## src/rtl/clk_ctrl_pkg.sv

```systemverilog
// rtl/clk_ctrl_pkg.sv - shared state encodings and defaults for the CPU clock-enable controller
//
// Purpose : FSM state type used by cpu_clock_ctrl (also the value driven on `mode`)
//           and the default debounce length for the button/switch conditioners.
// Contents: clk_state_t (ST_IDLE=00, ST_RUN=01, ST_STEP_WAIT=10, ST_HALTED=11),
//           DEFAULT_DEBOUNCE_CYCLES (10 ms at 100 MHz).

package clk_ctrl_pkg;

    typedef enum logic [1:0] {
        ST_IDLE      = 2'b00,
        ST_RUN       = 2'b01,
        ST_STEP_WAIT = 2'b10,
        ST_HALTED    = 2'b11
    } clk_state_t;

    localparam int DEFAULT_DEBOUNCE_CYCLES = 1000000;

endpackage

```

## src/rtl/cpu_clock_ctrl_debounce.sv

```systemverilog
// rtl/cpu_clock_ctrl_debounce.sv - 2-FF synchronizer followed by a counting debouncer
//
// Purpose : brings an asynchronous, bouncy level into the i_clock domain and only
//           accepts a change once it has been stable for DEBOUNCE_CYCLES cycles.
// Ports   : i_clock  system clock
//           i_reset  synchronous active-high reset (clears sync, counter, output)
//           i_raw    raw asynchronous input
//           o_level  debounced level
// Params  : DEBOUNCE_CYCLES  consecutive differing cycles needed to flip o_level

module debounce
    import clk_ctrl_pkg::*;
#(
    parameter int DEBOUNCE_CYCLES = DEFAULT_DEBOUNCE_CYCLES
) (
    input  logic i_clock,
    input  logic i_reset,
    input  logic i_raw,
    output logic o_level
);

    localparam int CW = (DEBOUNCE_CYCLES > 1) ? $clog2(DEBOUNCE_CYCLES) : 1;
    localparam logic [CW-1:0] LAST = CW'(DEBOUNCE_CYCLES - 1);

    logic          r_sync1;
    logic          r_sync2;
    logic          r_level;
    logic [CW-1:0] r_cnt;

    always_ff @(posedge i_clock) begin
        if (i_reset) begin
            r_sync1 <= 1'b0;
            r_sync2 <= 1'b0;
            r_level <= 1'b0;
            r_cnt   <= '0;
        end else begin
            r_sync1 <= i_raw;
            r_sync2 <= r_sync1;
            // Any cycle where the synchronized input agrees with the output
            // (a bounce back) restarts the stability count.
            if (r_sync2 == r_level) begin
                r_cnt <= '0;
            end else if (r_cnt == LAST) begin
                r_level <= r_sync2;
                r_cnt   <= '0;
            end else begin
                r_cnt <= r_cnt + CW'(1);
            end
        end
    end

    assign o_level = r_level;

endmodule

```

## src/rtl/cpu_clock_ctrl.sv

```systemverilog
// rtl/cpu_clock_ctrl.sv - converts the divider level into a one-cycle CPU clock enable
//
// Purpose : free-run / single-step / halt control of the RISC core clock enable,
//           with a running count of issued enables.
// Ports   : clock        system clock
//           reset        synchronous active-high reset
//           clk_div      divided clock level (same clock domain)
//           step_btn     raw push button (asynchronous, bouncy)
//           run_sw       raw slide switch, 1 = free-run (asynchronous)
//           halt         halt request from the core (level)
//           cpu_ce       registered one-cycle CPU enable
//           cycle_count  number of cpu_ce pulses issued (wraps)
//           mode         current FSM state encoding
//           halted       1 while in HALTED
// Params  : DEBOUNCE_CYCLES, CNT_W, BURST_LEN (BURST_LEN only with STEP_BURST_EN)
// Macro   : STEP_BURST_EN - each step press issues BURST_LEN enables instead of one.

module cpu_clock_ctrl
    import clk_ctrl_pkg::*;
#(
    parameter int DEBOUNCE_CYCLES = DEFAULT_DEBOUNCE_CYCLES,
`ifdef STEP_BURST_EN
    parameter int BURST_LEN       = 4,
`endif
    parameter int CNT_W           = 32
) (
    input  logic             clock,
    input  logic             reset,
    input  logic             clk_div,
    input  logic             step_btn,
    input  logic             run_sw,
    input  logic             halt,
    output logic             cpu_ce,
    output logic [CNT_W-1:0] cycle_count,
    output logic [1:0]       mode,
    output logic             halted
);

    logic             r_clk_div_q;
    logic             w_tick;
    logic             w_step_db;
    logic             w_run_db;
    logic             r_step_db_q;
    logic             w_step_press;
    clk_state_t       r_state;
    clk_state_t       w_state_next;
    logic             r_cpu_ce;
    logic             w_ce_next;
    logic [CNT_W-1:0] r_cycle_count;

`ifdef STEP_BURST_EN
    localparam int BW = $clog2(BURST_LEN + 1);
    logic [BW-1:0] r_burst;
    logic [BW-1:0] w_burst_next;
`endif

    debounce #(
        .DEBOUNCE_CYCLES (DEBOUNCE_CYCLES)
    ) u_step_db (
        .i_clock (clock),
        .i_reset (reset),
        .i_raw   (step_btn),
        .o_level (w_step_db)
    );

    debounce #(
        .DEBOUNCE_CYCLES (DEBOUNCE_CYCLES)
    ) u_run_db (
        .i_clock (clock),
        .i_reset (reset),
        .i_raw   (run_sw),
        .o_level (w_run_db)
    );

    // Rising edge of the divider level: one tick per full clk_div period.
    assign w_tick       = clk_div & ~r_clk_div_q;
    assign w_step_press = w_step_db & ~r_step_db_q;

    always_ff @(posedge clock) begin
        if (reset) begin
            r_state       <= ST_IDLE;
            r_cpu_ce      <= 1'b0;
            r_cycle_count <= '0;
            r_clk_div_q   <= 1'b0;
            r_step_db_q   <= 1'b0;
        end else begin
            r_state     <= w_state_next;
            r_cpu_ce    <= w_ce_next;
            r_clk_div_q <= clk_div;
            r_step_db_q <= w_step_db;
            if (r_cpu_ce) begin
                r_cycle_count <= r_cycle_count + CNT_W'(1);
            end
        end
    end

`ifdef STEP_BURST_EN
    always_ff @(posedge clock) begin
        if (reset) begin
            r_burst <= '0;
        end else begin
            r_burst <= w_burst_next;
        end
    end
`endif

    always_comb begin
        w_state_next = r_state;
        w_ce_next    = 1'b0;
`ifdef STEP_BURST_EN
        w_burst_next = r_burst;
`endif
        case (r_state)
            ST_IDLE: begin
                if (halt) begin
                    w_state_next = ST_HALTED;
                end else if (w_run_db) begin
                    w_state_next = ST_RUN;
                end else if (w_step_press) begin
                    w_state_next = ST_STEP_WAIT;
`ifdef STEP_BURST_EN
                    w_burst_next = BW'(BURST_LEN);
`endif
                end
            end
            ST_RUN: begin
                if (halt) begin
                    w_state_next = ST_HALTED;
                end else begin
                    // A tick still counts in the cycle the switch is seen low.
                    w_ce_next = w_tick;
                    if (!w_run_db) begin
                        w_state_next = ST_IDLE;
                    end
                end
            end
            ST_STEP_WAIT: begin
                if (halt) begin
                    w_state_next = ST_HALTED;
                end else if (w_tick) begin
                    w_ce_next = 1'b1;
`ifdef STEP_BURST_EN
                    w_burst_next = r_burst - BW'(1);
                    if (r_burst <= BW'(1)) begin
                        w_state_next = ST_IDLE;
                    end
`else
                    w_state_next = ST_IDLE;
`endif
                end
            end
            ST_HALTED: begin
                w_state_next = ST_HALTED;
            end
        endcase
    end

    assign cpu_ce      = r_cpu_ce;
    assign cycle_count = r_cycle_count;
    assign mode        = r_state;
    assign halted      = (r_state == ST_HALTED);

endmodule

```

## config.mk

```make
export PLATFORM = sky130hd
export DESIGN_NAME = cpu_clock_ctrl
export DESIGN_NICKNAME = d
export VERILOG_FILES = /design/src/rtl/clk_ctrl_pkg.sv /design/src/rtl/cpu_clock_ctrl_debounce.sv /design/src/rtl/cpu_clock_ctrl.sv
export SDC_FILE = /design/constraint.sdc
export NUM_CORES = 1
export LEC_CHECK = 0
export ABC_AREA = 1
export BUFFER_PORTS_ARGS = -buffer_cell sky130_fd_sc_hd__buf_2
export CAP_MARGIN = 40
export CORE_MARGIN = 2
export CORE_UTILIZATION = 49
export DETAILED_ROUTE_END_ITERATION = 12
export GPL_ROUTABILITY_DRIVEN = 0
export PLACE_DENSITY = 0.69
export SETUP_SLACK_MARGIN = 0.05
export SLEW_MARGIN = 0
export SYNTH_ARGS = -nofsm -noshare
export SYNTH_HDL_FRONTEND = slang
export SYNTH_HIERARCHICAL = 1
export SYNTH_SLANG_ARGS = --single-unit
```

## constraint.sdc

```tcl
create_clock -name clock -period 1.3 [get_ports clock]
set_clock_uncertainty 0.05 [all_clocks]
set_input_delay 0.195 -clock clock [delete_from_list [all_inputs] [get_ports clock]]
set_output_delay 0.195 -clock clock [all_outputs]
set_load 0.01 [all_outputs]
```

==> metrics.yaml <==
fp.dieH_um: 98.1
max_slew_margin: 0.819
vias: 4915
fin_crit_sh: 1.14
grt_max_degree: 30
layout_commonest_cell: "nand2_1"
p_leak_uw: 0.00260
postSynthAreaPerCell_um2: 6.58
syn2layout_area_growth_pct: 53.7
seq_power_share: 0.506
syn_inst: 660
firstDrtPassIters: 4
core_um2: 8680
overflow: 0
synth_warnings: 6
clkTransAtPathRegs_ps: 90
start_kind: "flop"
port_buffers: 41
die_x_um: 98.1
hold_viol: 0
whs_path_depth: 3
pwr_density_cell_nw_per_um2: 794
grt_usage: 0.255
root_buffer: "clkbuf_8"
reg2regPathDepth: 7
combinationalPowerShare: 0.142
rsz0062_at_grt: "true"
antenna_found_initial: 0
via_per_inst: 5.30
fp-row-count: 34
cts_tree: "done"
internal-power_uw: 3850
syn_nets: 673
setup_violations: 62
violations: "negative setup slack"
clock_path_buffers: 2
ys_seq_area_frac: 0.383
r2r_start: "cycle_count[7]$_SDFFE_PP0P_"
switchingPower_uw: 1450
synth-seq-cells: 83
max_cap_violations: 0
nets: 828
layout-drive-gt1-share: 0.470
whs_ps: 24.0
synth_top_area_frac: 0.383
crit_path_cell_trace: "buf_6 > nand4_1 > buf_4 > nor3_2 > nand3_1 > nand2_1 > nor2_1"
pin_count: 42
ys_top_cells_by_area: "dfxtp_1 38%, nor2_1 13%, nand2_1 13%"
power.total_uw: 5300
ys_types: 32
crit_fanout: 3
wl_per_cell_um: 14.5
cp_data_required_time_ps: 1500
ir_drop_uv: 666
worstMarginPinSlew_ps: 269
layoutNonFillerInstCount: 928
switching_share: 0.273
pwr-share-clk: 0.352
fin_util: 0.769
remaining_drc_errors: 0
antenna_cells: 0
nFillCells: 592
dp.cells: 873
crit_path_max_incr_delay_ps: 370
htreeDepth: 3
final_cell_mix: "116 x nand2_1, 103 x nor2_1, 88 x buf_4"
numCtsBuffers: 9
reg2reg_to: "cycle_count[19]$_SDFFE_PP0P_"
cp-end-kind: "flop"
dieArea_um2: 9630
routed_wl_um: 13400
grt_pass1_vias: 4557
cts_sinks: 83
period_minus_slack_ps: 1480
grt_pass1_wl_um: 20300
clock_latency_ps: 360
max_freq_mhz: 676
yosys.area.top_type: "dfxtp_1"
drt_iter0_markers: 170
r2r_slack_ps: -180
criticalPathCategory: "flop to flop"
initial_core_util: 0.500
hp-start: "clk_div"
crit_path_top_delay_cell: "dfxtp_2"
layout_setup_ws_ps: -179
crit_arrival_ps: 1680
syn_area_um2: 4340
run_status: "finished with violations"
finalSetupTns_ps: -4140
hold_path_class: "input port to flop"
place_hpwl_um: 8070
holdPathEnd: "r_clk_div_q$_SDFF_PP0_"
finalMaxSlewViolations: 0
antenna_left: 0
sequential cells by signal (all words and copies together), names as in the netlist:
signal             flops
u_run_db/r_sync1       1
r_step_db_q            1
u_run_db/r_cnt        20
u_run_db/o_level       1
u_step_db/o_level      1
cycle_count           32
u_step_db/r_cnt       20
mode                   2
u_run_db/r_sync2       1
u_step_db/r_sync2      1
u_step_db/r_sync1      1
cpu_ce                 1
r_clk_div_q            1
per-stage QoR:
stage | instance area, µm² | worst slack, ps
after detailed placement | 5330 | -107
after floorplan | 4480 | 48.5
final | 6670 | -179
after CTS | 6090 | -24.6
after global routing | 6670 | -283
after global placement | 5330 | -63.0
cell type report:
class / instances / area [µm²] / area share
clock buffer: 10 / 128 / 0.0191
sequential: 83 / 1780 / 0.267
timing repair buffer: 147 / 1160 / 0.174
inverter: 77 / 302 / 0.0452
clock inverter: 6 / 62.6 / 0.00937
tap: 108 / 135 / 0.0202
multi-input combinational: 497 / 3100 / 0.465
worst max path at each step:
stage                             startpoint                       endpoint  slack (ps)
6_report         cycle_count[7]$_SDFFE_PP0P_   cycle_count[19]$_SDFFE_PP0P_        -180
4_1_cts         u_run_db/r_cnt[0]$_SDFF_PP0_   u_run_db/r_cnt[1]$_SDFF_PP0_         -20
3_3_place_gp    u_run_db/r_cnt[6]$_SDFF_PP0_  u_run_db/r_cnt[17]$_SDFF_PP0_         -60
2_1_floorplan   cycle_count[12]$_SDFFE_PP0P_   cycle_count[27]$_SDFFE_PP0P_          50
5_1_grt        u_step_db/r_cnt[7]$_SDFF_PP0_  u_step_db/r_cnt[8]$_SDFF_PP0_        -280
3_5_place_dp     cycle_count[0]$_SDFFE_PP0P_   cycle_count[28]$_SDFFE_PP0P_        -110
critical path, delay by kind of cell (launching register included):
family	cells	cell delay, ps
buffers and inverters	2	340
AND/OR/NAND/NOR	5	600
flip-flops	1	370
power groups by stage:
stage | Combinational (µW) | Sequential [µW] | Clock [µW]
after floorplan | 339 | 2750 | 0
after global placement | 492 | 2740 | 0
after detailed placement | 515 | 2740 | 0
after CTS | 607 | 2700 | 1920
after global routing | 834 | 2680 | 2030
final | 751 | 2680 | 1870
routing by layer:
layer | GRT usage | wire length, µm
met1 | 0.297 | 5210
met2 | 0.455 | 7180
met3 | 0.0580 | 671
met4 | 0.0969 | 368
met5 | 0 | 0
Yosys cell counts (all sizes together):
library cell and n:
o211ai 1, inv 77, nand3 56, nor2b 2, nor3 12, nor2 166
ha 7, o21bai 4, a21oi 30, nand3b 2, xor2 7, nand2 155
a31oi 2, nand4 19, o211a 1, o21ai 16, o21a 1, or2 5
clkbuf 1, xnor2 6, dfxtp 83, and2 2, buf 5
logic make-up after synthesis:
logic type / count (synthesis) / synth area share
XOR/XNOR: 13 / 0.0262
AND/OR/NAND/NOR: 419 / 0.423
adder cells (fa/ha/maj): 7 / 0.0202
buffers and inverters: 83 / 0.0761
flip-flops: 83 / 0.383
AO/OA/AOI/OAI: 55 / 0.0720
what timing repair did:
action / CTS / global route
hold buffers: 2 / 0
resized for setup: 120 / 137
endpoints found under the hold margin: 2 / 0
cloned: 1 / 2
pin swaps: 47 / 53
endpoints found under the setup margin: 74 / 90
buffers inserted: 23 / 12
(Power assumes the default switching activity.)
